--- src/rtl/baud_gen_frac_pkg.sv ---
// Shared helpers for the UART baud generator and the RX/TX blocks that reuse
// its divisor arithmetic.
package baud_gen_frac_pkg;

    // Bits needed to count 0..value-1 (at least 1).
    function automatic int clog2(input longint value);
        int     w;
        longint v;
        w = 0;
        v = value - 1;
        while (v > 0) begin
            w++;
            v = v >>> 1;
        end
        return (w < 1) ? 1 : w;
    endfunction

    // Fixed-point divisor (FRAC_NBITS fraction bits) rounded to nearest.
    function automatic longint calc_div_reset(input real clk_freq, input real baud_rate,
                                              input int oversample, input int frac_nbits);
        real exact;
        exact = clk_freq * (2.0 ** frac_nbits) / (real'(oversample) * baud_rate);
        return longint'($rtoi(exact + 0.5));
    endfunction

endpackage

--- src/rtl/baud_frac_acc.sv ---
// Fractional phase accumulator: the carry stretches the current period by one cycle.
module baud_frac_acc #(
    parameter int FRAC_NBITS = 4
) (
    input  logic                  clk,
    input  logic                  rst,
    input  logic                  adv,
    input  logic                  clr,
    input  logic [FRAC_NBITS-1:0] frac,
    output logic                  carry
);

    logic [FRAC_NBITS-1:0] acc;
    logic [FRAC_NBITS:0]   sum;

    assign sum   = {1'b0, acc} + {1'b0, frac};
    assign carry = sum[FRAC_NBITS];

    always_ff @(posedge clk or posedge rst) begin
        if (rst)
            acc <= '0;
        else if (clr)
            acc <= '0;
        else if (adv)
            acc <= sum[FRAC_NBITS-1:0];
    end

endmodule

--- src/rtl/baud_gen_frac.sv ---
// Fractional baud-rate generator: oversample, mid-bit and bit-boundary ticks
// with glitch-free divisor updates at period boundaries and RX phase sync.
module baud_gen_frac
    import baud_gen_frac_pkg::*;
#(
    parameter real CLK_FREQ   = 100E6,
    parameter int  BAUD_RATE  = 9600,
    parameter int  OVERSAMPLE = 16,
    parameter int  INT_NBITS  = 16,
    parameter int  FRAC_NBITS = 4
) (
    input  logic                  i_clk,
    input  logic                  i_rst,
    input  logic                  i_enable,
    input  logic [INT_NBITS-1:0]  i_div_int,
    input  logic [FRAC_NBITS-1:0] i_div_frac,
    input  logic                  i_div_load,
    input  logic                  i_sync,
    output logic                  o_tick,
    output logic                  o_mid_tick,
    output logic                  o_bit_tick,
    output logic                  o_div_ack,
    output logic                  o_cfg_err
);

    localparam longint DIV_RESET = calc_div_reset(CLK_FREQ, real'(BAUD_RATE), OVERSAMPLE, FRAC_NBITS);
    localparam logic [INT_NBITS-1:0]  RST_INT  = INT_NBITS'(DIV_RESET >>> FRAC_NBITS);
    localparam logic [FRAC_NBITS-1:0] RST_FRAC = FRAC_NBITS'(DIV_RESET);
    localparam logic [INT_NBITS-1:0]  ONE      = INT_NBITS'(1);
    localparam int                    OS_W     = clog2(OVERSAMPLE);
    localparam logic [OS_W-1:0]       OS_LAST  = OS_W'(OVERSAMPLE - 1);
    localparam logic [OS_W-1:0]       OS_PRE_MID = OS_W'(OVERSAMPLE / 2 - 1);

    logic [INT_NBITS-1:0]  cnt;
    logic [INT_NBITS-1:0]  act_int, pend_int, nxt_int;
    logic [FRAC_NBITS-1:0] act_frac, pend_frac, nxt_frac;
    logic                  pend_vld;
    logic [OS_W-1:0]       os_cnt;
    logic                  load_ok, load_bad, tick_ev, apply_now, apply_pend, carry;

    assign load_ok    = i_div_load && (i_div_int != '0);
    assign load_bad   = i_div_load && (i_div_int == '0);
    assign tick_ev    = i_enable && (cnt == '0) && !i_sync;
    assign apply_now  = i_sync && load_ok;
    // A pending divisor waits for the period boundary, or goes straight in while frozen.
    assign apply_pend = pend_vld && !apply_now && (tick_ev || !i_enable);

    always_comb begin
        nxt_int  = act_int;
        nxt_frac = act_frac;
        if (apply_now) begin
            nxt_int  = i_div_int;
            nxt_frac = i_div_frac;
        end else if (apply_pend) begin
            nxt_int  = pend_int;
            nxt_frac = pend_frac;
        end
    end

    baud_frac_acc #(
        .FRAC_NBITS (FRAC_NBITS)
    ) u_acc (
        .clk   (i_clk),
        .rst   (i_rst),
        .adv   (tick_ev),
        .clr   (i_sync),
        .frac  (nxt_frac),
        .carry (carry)
    );

    always_ff @(posedge i_clk or posedge i_rst) begin
        if (i_rst) begin
            cnt        <= RST_INT - ONE;
            act_int    <= RST_INT;
            act_frac   <= RST_FRAC;
            pend_int   <= '0;
            pend_frac  <= '0;
            pend_vld   <= 1'b0;
            os_cnt     <= '0;
            o_tick     <= 1'b0;
            o_mid_tick <= 1'b0;
            o_bit_tick <= 1'b0;
            o_div_ack  <= 1'b0;
            o_cfg_err  <= 1'b0;
        end else begin
            act_int  <= nxt_int;
            act_frac <= nxt_frac;

            // Sync has no accumulator carry: the accumulator restarts from zero.
            if (i_sync)
                cnt <= nxt_int - ONE;
            else if (tick_ev)
                cnt <= nxt_int - ONE + INT_NBITS'(carry);
            else if (i_enable)
                cnt <= cnt - ONE;

            if (i_sync)
                os_cnt <= '0;
            else if (tick_ev)
                os_cnt <= (os_cnt == OS_LAST) ? '0 : os_cnt + OS_W'(1);

            if (load_ok && !i_sync) begin
                pend_int  <= i_div_int;
                pend_frac <= i_div_frac;
                pend_vld  <= 1'b1;
            end else if (apply_now || apply_pend) begin
                pend_vld  <= 1'b0;
            end

            o_tick     <= tick_ev;
            o_mid_tick <= tick_ev && (os_cnt == OS_PRE_MID);
            o_bit_tick <= tick_ev && (os_cnt == OS_LAST);
            o_div_ack  <= apply_now || apply_pend;
            o_cfg_err  <= load_bad;
        end
    end

endmodule

--- config.mk ---
export PLATFORM = sky130hd
export DESIGN_NAME = baud_gen_frac
export DESIGN_NICKNAME = d
export VERILOG_FILES = /design/src/rtl/baud_gen_frac_pkg.sv /design/src/rtl/baud_frac_acc.sv /design/src/rtl/baud_gen_frac.sv
export SDC_FILE = /design/constraint.sdc
export NUM_CORES = 1
export LEC_CHECK = 0
export ABC_AREA = 1
export ABC_CLOCK_PERIOD_IN_PS = 4090
export CELL_PAD_IN_SITES_DETAIL_PLACEMENT = 2
export CELL_PAD_IN_SITES_GLOBAL_PLACEMENT = 2
export CORE_AREA = 8 8 127 129
export DETAILED_ROUTE_END_ITERATION = 12
export DIE_AREA = 0 0 135 137
export GPL_TIMING_DRIVEN = 0
export PLACE_DENSITY = 0.86
export REMOVE_ABC_BUFFERS = 1
export SYNTH_ARGS = -nofsm -noshare
export SYNTH_HDL_FRONTEND = slang
export SYNTH_HIERARCHICAL = 1
export SYNTH_SLANG_ARGS = --single-unit
--- constraint.sdc ---
create_clock -name i_clk -period 4.09 [get_ports i_clk]
set_input_delay 0.409 -clock i_clk [delete_from_list [all_inputs] [get_ports i_clk]]
set_output_delay 0.409 -clock i_clk [all_outputs]
set_load 0.03 [all_outputs]
# Word level (Yosys, flattened, before mapping)
# Cells that the tools add are included.
[op_classes] reduce_logical=21 n_mux=14 add_sub_neg=5 n_eq_ne=2
[ops] op="$mux 16" n=5
[ops] op="$logic_not 16->1" n=2
[ops] op="$sub 16x1->16 const B" n=2
[ops] op="$mux 4" n=7
[ops] op="$add 16x1->16" n=1
[ops] op="$reduce_bool 16->1" n=1
[ops] op="$logic_and 1x1->1" n=10
[ops] op="$add 4x4->5" n=1
[ops] op="$add 4x1->4 const B" n=1
[ops] op="$eq 4x3->1 const B" n=1
[ops] op="$eq 4x4->1 const B" n=1
[ops] op="$reduce_bool 2->1" n=2
[ops] op="$logic_not 1->1" n=3
[ops] op="$reduce_bool 3->1" n=1
[ops] op="$logic_or 1x1->1" n=2
[ops] op="$mux 1" n=2
[totals] output_inout_bits=5 word_cells=55 inputBits=25 reg_bits=70

# Longest topological paths before layout
# Gate-level depths: netlist of the first run.
[depth] ltp_word=12 mapped_depth=30 depth_no_buf=29

# Modules after synthesis
# The synthesis of the first run kept the hierarchy.
[by_module_without_submodules] module="baud_gen_frac" instances=1 cells_each=614 seq_area_each_um2=1664.1 area_each_um2=4553.1
[by_module_without_submodules] module="baud_frac_acc" instances=1 cells_each=33 seq_area_each_um2=100.1 area_each_um2=295.3

# Worst setup path after synthesis of the first run
# No wires, ideal clock.
[synth_path] kind="flip-flop to flip-flop" from="register cnt[0]" to="register cnt[12]" path_stages_with_launch=31 required_ns=3.973 setup_slack_ns=0.401 path_buffers=1 arrival_time_ns=3.573 cell_sequence="dfrtp_1 inv_1 ha_1 nand2_1 nor2_2 nand2_1 o21bai_4 nand3_4 buf_6 nand2_2 inv_1 nand2_1 o211ai_1 ha_1 fa_1 a21oi_1 o21bai_1 ha_1 ha_1 inv_1 nor2_2 nand2_1 nor2_1 nand2_1 nor2_4 nand3_1 nand2_1 nand3_1 nand2_1 nand2_1 nand2_1"
[synth_via] elab_chain_len=11 word_cells_on_any_way=17
[synth_rtl] element="start, declared" line_no="baud_gen_frac.sv:34" text="logic [INT_NBITS-1:0] cnt;"
[synth_rtl] element="start signal, assigned" line_no="baud_gen_frac.sv:73" text="cnt <= RST_INT - ONE;"
[synth_rtl] element="start signal, assigned" line_no="baud_gen_frac.sv:91" text="cnt <= nxt_int - ONE;"
[synth_rtl] element="start signal, assigned" line_no="baud_gen_frac.sv:93" text="cnt <= nxt_int - ONE + INT_NBITS'(carry);"
[synth_rtl] element="$logic_not 16->1" line_no="baud_gen_frac.sv:43" text="assign tick_ev = i_enable && (cnt == '0) && !i_sync;"
[synth_rtl] element="$logic_and 1x1->1 (2 in series)" line_no="baud_gen_frac.sv:43"
[synth_rtl] element="$logic_or 1x1->1" line_no="baud_gen_frac.sv:46" text="assign apply_pend = pend_vld && !apply_now && (tick_ev || !i_enable);"
[synth_rtl] element="$logic_and 1x1->1" line_no="baud_gen_frac.sv:46"
[synth_rtl] element="$mux 4" line_no="baud_gen_frac.sv:54" text="end else if (apply_pend) begin"
[synth_rtl] element="$mux 4" line_no="baud_gen_frac.sv:51" text="if (apply_now) begin"
[synth_rtl] element="net nxt_frac[0]" line_no="baud_gen_frac.sv:36" text="logic [FRAC_NBITS-1:0] act_frac, pend_frac, nxt_frac;"
[synth_rtl] element="$add 4x4->5" line_no="baud_frac_acc.sv:16" text="assign sum = {1'b0, acc} + {1'b0, frac};"
[synth_rtl] element="net carry" line_no="baud_gen_frac.sv:39" text="logic load_ok, load_bad, tick_ev, apply_now, apply_pend, carry;"
[synth_rtl] element="$add 16x1->16" line_no="baud_gen_frac.sv:93"
[synth_rtl] element="$mux 16" line_no="baud_gen_frac.sv:92" text="else if (tick_ev)"
[synth_rtl] element="$mux 16" line_no="baud_gen_frac.sv:90" text="if (i_sync)"
# The timed path passes the listed nets, and every way through them passes these cells. The select of a mux whose other input is x is not followed.
# A chain may end at the register's enable or synchronous reset.

# Final worst setup path of the first run
# Ends and elaborated chain as after synthesis.

==> results of run 1 <==
[power groups by stage]
stage               Combinational (mW)  Clock, mW  Sequential (mW)
floorplan                        0.498          0            0.877
global placement                 0.662          0            0.893
detailed placement               0.706          0            0.902
CTS                              0.740      0.822            0.892
global route                     0.864      0.850            0.917
finish                           0.789      0.803            0.905
[state kept, by name, summed over array words and instances, names as in the netlist]
signal,flops
o_cfg_err,1
cnt,16
o_bit_tick,1
pend_int,16
o_div_ack,1
act_int,16
o_tick,1
pend_vld,1
os_cnt,4
o_mid_tick,1
act_frac,4
pend_frac,4
u_acc/acc,4
[critical path: cells and delay by family (launching register included)]
kind	cells	cell delay (ns)
AOI/OAI and AO/OA	4	0.61
adders and majority gates	5	1.14
buffers and inverters	3	0.25
DFF	1	0.40
and+or+nand+nor	17	1.46
[stage by stage]
stage | area, um^2 | utilization | total power [mW]
3_5_place_dp | 5290 | 0.372 | 1.61
6_report | 5890 | 0.415 | 2.50
2_1_floorplan | 4760 | - | 1.38
4_1_cts | 5690 | 0.401 | 2.45
3_3_place_gp | 5280 | 0.372 | 1.56
5_1_grt | 5890 | 0.415 | 2.63
[synthesized netlist by cell type (all sizes together), types with 2 or more instances]
cell type  number  share of area
ha             10          0.026
nor2           88          0.090
xor2            7          0.013
a22o            4         0.0072
clkbuf          9         0.0070
nor3b           2         0.0031
a22oi           2         0.0031
o21ai          34          0.035
a221oi          2         0.0036
a31oi           5         0.0065
inv            82          0.063
o221ai          4         0.0072
o21bai          2         0.0054
clkinv          3         0.0023
mux2            9          0.021
nand3          68          0.097
nor4            2         0.0026
o211ai          5         0.0077
o31ai           3         0.0046
nand4          18          0.025
nand2         175           0.15
dfstp          10          0.054
buf             6          0.011
dfrtp          60           0.31
xnor2           5         0.0090
nor3            6         0.0072
a21oi          20          0.021
[worst max-delay path by stage]
| stage | to | slack, ns | depth (start not counted) |
|---|---|---|---|
| after global routing | cnt[12] | -0.16 | 27 |
| after global placement | cnt[12] | -1.74 | 25 |
| after detailed placement | cnt[12] | -1.99 | 25 |
| final | cnt[12] | 0.08 | 29 |
| after floorplan | cnt[12] | 0.13 | 27 |
| after CTS | cnt[12] | 0.0003 | 28 |
[what timing repair did]
item,4_1_cts,5_1_grt
gates cloned,1,0
setup endpoints to repair,19,10
resized for setup,16,32
endpoints found under the hold margin,0,0
buffers inserted,10,11
pin swaps,6,19
[layer usage]
| metal | vias up | track usage | share of wire | routed length, um |
|---|---|---|---|---|
| met5 | - | 0 | 0 | 0 |
| met1 | 2523 | 0.238 | 0.41 | 7830 |
| met2 | 102 | 0.384 | 0.53 | 10200 |
| met3 | 31 | 0.0363 | 0.037 | 713 |
| met4 | 0 | 0.0790 | 0.022 | 423 |
| li1 | 2222 | - | - | - |
[cells by family (layout without fill, tap and decap cells)]
| family | Yosys count | after routing |
|---|---|---|
| adders and majority gates | 11 | 11 |
| and+or+nand+nor | 360 | 361 |
| buffers and inverters | 100 | 152 |
| AOI/OAI and AO/OA | 85 | 85 |
| muxes | 9 | 9 |
| DFF | 70 | 70 |
| xor gates and xnor gates | 12 | 12 |
[final cells by class]
type	count	area, um^2	area share
Tap cell	184	230	0.0391
Inverter	85	334	0.0567
Clock inverter	4	47.5	0.00807
Multi-Input combinational cell	478	2810	0.477
Clock buffer	12	236	0.0401
Timing Repair Buffer	51	464	0.0788
Sequential cell	70	1770	0.300
==> implementation parameters, run 1 <==
Parameter                              Value

Yosys
  Post-synthesis cell type count    46
  Complex-gate fraction of the synthesized area    0.108
  Share of flip-flops with an asynchronous set or reset    1.00
  Cell area after technology mapping    0.00485 mm^2
  Number of register bits inferred by synthesis    70
  Syn Inst Count    between 600 and 700
  Yosys warning total    6
  Share of synthesized cell area in full adder, half adder and majority cells    0.0299
  Simple-gate share of the synthesized area    0.372
  Main combinational cell family by area after synthesis    simple AND/OR/NAND/NOR gates
  Multiplexer share of the synthesized area    0.0209
  Synth Area in XOR/XNOR    0.0217
  Proportion of synthesized chip area in sequential cells    0.364
  Number of enable flip-flop cells after synthesis    0
  Average instance area after synthesis    roughly 7.5 um^2
  Synth Flop Type    dfrtp_1

Setup path
  Worst-path cell with the longest stage delay    dfrtp_1
  Reg2reg start    cnt[0]
  Worst-path maximum fanout    6
  Reg-to-reg setup timing slack    ~0.08 ns
  Crit path launch    cnt[0]
  Highest cell delay on the worst timing path    0.40 ns
  Worst reg2reg endpoint    cnt[12]
  Startpoint type of the worst setup path    flip-flop
  Worst reg-to-reg path cell count    29
  Worst Path Arrival    roughly 4.3 ns
  Cell seen most often among critical-path stages    nand2_1
  Required time of the critical path    ~4.3 ns
  Crit path capture type    flip-flop
  Setup CP Type    flip-flop to flip-flop

Cells and area
  Share of final-layout standard cells stronger than drive strength 1    0.233
  Total of fill cells in the finished design    1610
  Number of nets in the final layout    approximately 730
  Most used cells in the layout excluding fill and tap cells    152 x nand2_1, 67 x inv_1, 57 x dfrtp_1
  Layout overhead on the synthesized area    21.5%
  Leading cell type in the layout, fill and taps excluded    nand2_1
  ANT cells    0
  Post-route insts no fill    884

Floorplanning
  Die Width    135 um
  Placeable core region    around 0.014 mm^2
  Top Ports    30
  Initial Util    0.341
  Std cell rows    44
  Floorplan die height    137 um
  Die Footprint    0.0185 mm^2

Power and ir drop
  Clock share of power    0.321
  Net switching component of the power    0.953 mW
  Sequential power share    0.362
  VDD IR max    0.269 mV
  Switch share    0.382
  Power density of the placed cells    about 420 mW/mm^2
  Leakage    2.76 nW
  Cell internal power dissipation    1.54 mW
  Combinational cell fraction of total power    0.316

Global route
  Grt total ovfl    0
  Maximum number of pins on one net before global-route repair    67
  GRT Total Usage    0.210
  Number of global-route vias before repair    5471
  First-pass GRT wire length    between 20000 and 30000 um
  Antenna violations before repair    0

STA
  Worst-case clock skew    roughly 0.014 ns
  Minimum hold slack    0.343 ns
  Fin worst setup slack    roughly 0.079 ns
  Final hold vios    0
  Max frequency    between 200 and 250 MHz
  Final setup vio count    0
  Setup repair after global routing missed its margin    yes
  TNS Setup    0 ns
  Slew at the pin with the worst max-slew slack    1.01 ns
  Worst slew margin    0.323
  Ratio of final minimum period to clock period    0.981
  Minimum clock period after layout    4.01 ns
  Final number of max-transition violations    0

Route
  First-pass iteration count of the detailed router    4
  Total Wirelength    19100 um
  Per-cell routed wire length    between 20 and 25 um
  Average via count per standard cell    around 5.5
  Number of remaining DRC errors    0
  Final ANT Viol Nets    0
  Number of vias in the routed layout    4878
  Number of violations reported at the end of detailed-routing iteration 0    204

Clocking
  Clock buffers created by TritonCTS    9
  CTS clk-pin slew, worst paths    0.06 ns
  Cts-stage hold buffer count    0
  Clock tree from TritonCTS    done
  Number of buffers on the longest clock path    2
  Sinks on the clock net    70
  Clock root cell    clkbuf_16
  Clock latency at the later pin of the worst-skew pair    0.35 ns
  H-tree levels    3

Place
  Final weighted congestion in routability-driven placement    0.838
  Number of port buffers    29
  Number of placed cells counting well taps    845
  DPL Wire Length    ~12000 um
  Post-Place Worst Slack    -1.99 ns

Hold path
  Hold Path Class    input port to async pin

Job
  Max-Cap Viols    0

Run status
  Status    completed
(Power assumes the default switching activity.)
==> run 2, diff against run 1 <==
Settings changed: CORE_AREA 8 8 127 129 to 8 8 150 110, DIE_AREA 0 0 135 137 to 0 0 158 118.
==> implementation parameters, run 2 (synthesis results as in run 1) <==
Parameter                              Value

Job
  Max-Cap Viols    0

Power and ir drop
  Power density of the placed cells    409 mW/mm^2
  Leakage    3.01 nW
  VDD IR max    0.205 mV

Route
  Per-cell routed wire length    22.3 um
  Number of violations reported at the end of detailed-routing iteration 0    291
  First-pass iteration count of the detailed router    5
  Number of remaining DRC errors    0
  Total Wirelength    20300 um
  Average via count per standard cell    ~5.4
  Number of vias in the routed layout    4897
  Final ANT Viol Nets    0

STA
  Worst-case clock skew    0.00629 ns
  Minimum hold slack    approximately 0.34 ns
  Slew at the pin with the worst max-slew slack    1.12 ns
  Worst slew margin    0.249
  Minimum clock period after layout    around 4 ns
  Ratio of final minimum period to clock period    0.974
  Final hold vios    0
  Final setup vio count    0
  Max frequency    251 MHz
  Setup repair after global routing missed its margin    yes
  Final number of max-transition violations    0

Global route
  Antenna violations before repair    0
  First-pass GRT wire length    just over 30000 um
  Grt total ovfl    0
  Maximum number of pins on one net before global-route repair    between 60 and 70
  Highest-utilization routing layer at the global route stage    met2
  Global routing met1 resource utilization    0.283
  GRT Total Usage    0.213
  Number of global-route vias before repair    roughly 5400
  Met2 GRT Util    0.351
  M3 GR Usage    0.0437

Clocking
  CTS clk-pin slew, worst paths    approximately 0.06 ns
  Clock latency at the later pin of the worst-skew pair    between 0.3 and 0.4 ns
  Number of buffers on the longest clock path    2
  Clock tree from TritonCTS    done
  Sinks on the clock net    70
  Clock buffers created by TritonCTS    9
  Cts-stage hold buffer count    0
  Clock root cell    clkbuf_16
  H-tree levels    3

Cells and area
  Leading cell type in the layout, fill and taps excluded    nand2_1
  Total of fill cells in the finished design    1630
  Largest registers    act_int x16, cnt x16, pend_int x16
  Share of final-layout standard cells stronger than drive strength 1    0.283
  Most used cells in the layout excluding fill and tap cells    146 x nand2_1, 66 x inv_1, 53 x dfrtp_1
  Core utilization of the finished layout    0.434
  Post-route insts no fill    913
  Non-Filler Cell Area, Final    0.00618 mm^2
  Multi-input gate area    0.00292 mm^2
  Layout overhead on the synthesized area    27.5%
  Sequential standard cell area    0.00177 mm^2
  Number of nets in the final layout    749
  ANT cells    0

Place
  Placement-stage cell area    0.00530 mm^2
  Number of port buffers    29
  Final weighted congestion in routability-driven placement    0.811
  DPL Wire Length    12800 um
  Number of placed cells counting well taps    around 860

Floorplanning
  Die Footprint    approximately 0.019 mm^2
  Std cell rows    37
  Initial Util    0.340
  Placeable core region    between 0.01 and 0.015 mm^2
  Top Ports    30
  Die Width    between 150 and 200 um
  Floorplan die height    about 120 um

Setup path
  Setup CP Type    input port to flip-flop
  Worst Path Arrival    about 4.2 ns
  Worst-path maximum fanout    16
  Crit path capture type    flip-flop
  Required time of the critical path    roughly 4.3 ns
  Startpoint type of the worst setup path    input port

Hold path
  Hold Path Class    input port to async pin

Run status
  Status    completed
[run 2: changes by cell type in the layout (fill, tap and decap cells not counted), moves of 4 or more]
cell             delta
buf_4              +16
clkdlybuf4s50_1    -13
dfrtp_1             -4
dfrtp_2             +4
dlymetal6s2s_1     +13
nand2_1             -6
nand2_4             +4
nand3_1             -4
nor2_1              -5
nor2_4              +6
[run 2: routing by layer]
layer  share of wire  vias to the layer above  routed length (um)
li1                -                     2252                   -
met1            0.45                     2547                9230
met2            0.49                       76                9980
met3           0.042                       22                 857
met4           0.013                        0                 266
met5               0                        -                   0
[run 2: worst paths after layout]
kind,endpoint,startpoint,slack [ns],depth (start not counted)
setup / recovery,cnt[12],i_div_int[12],0.11,26
hold / removal,u_acc/acc[1],i_rst,0.34,2
setup reg to reg,cnt[12],cnt[5],0.11,26
hold reg to reg,pend_frac[2],pend_frac[2],0.49,2
max in group asynchronous,cnt[8],i_rst,2.80,2
min in group i_clk,pend_int[4],i_div_int[4],0.37,2
[run 2: cell type report]
cell class / count / share of cell area
inverter: 85 / 0.0540
tap: 195 / 0.0395
clock buffer: 12 / 0.0399
timing repair buffer: 69 / 0.104
clock inverter: 4 / 0.00364
sequential: 70 / 0.287
multi-input combinational: 478 / 0.472
[run 2: worst max-delay path, stage by stage]
cell,delay (ns)
clkdlybuf4s50_1,0.50
nor2_1,0.05
nand2_1,0.10
nor2_4,0.07
nand2_4,0.08
nand3_4,0.14
buf_6,0.20
buf_8,0.16
o211ai_1,0.32
ha_2,0.26
fa_2,0.23
a21oi_2,0.07
o21bai_1,0.17
ha_2,0.25
ha_4,0.15
inv_2,0.04
nor2_4,0.14
nand2_4,0.09
nor2_4,0.15
nand2_4,0.08
nor2_4,0.16
nand4_1,0.11
nand3_2,0.10
nand2_1,0.06
nand2_1,0.06
nand2_1,0.05
[run 2: through the flow]
step,setup WS (ns),power (mW),TNS [ns]
global route,-0.0959,2.65,-0.451
CTS,0.000564,2.41,0
finish,0.108,2.53,0
detailed placement,-2.11,1.61,-30.15
global placement,-1.91,1.55,-26.53
floorplan,0.135,1.38,0
[run 2: timing repair]
action,in CTS,in global routing
setup endpoints to repair,19,12
resized for setup,34,60
pin swaps,10,41
gates cloned,1,0
setup buffers,15,24
[run 2: report_power, final]
part	switching (mW)	total (mW)	internal (mW)
Sequential	0.0875	0.898	0.811
Clock	0.321	0.745	0.425
Combinational	0.577	0.883	0.306
Total	0.985	2.53	1.54
==> run 3, diff against run 2 <==
Settings changed: ABC_CLOCK_PERIOD_IN_PS 4090 to not set.
==> results of run 3 <==
The final DEF is identical to that of run 2; final timing and power are the same.
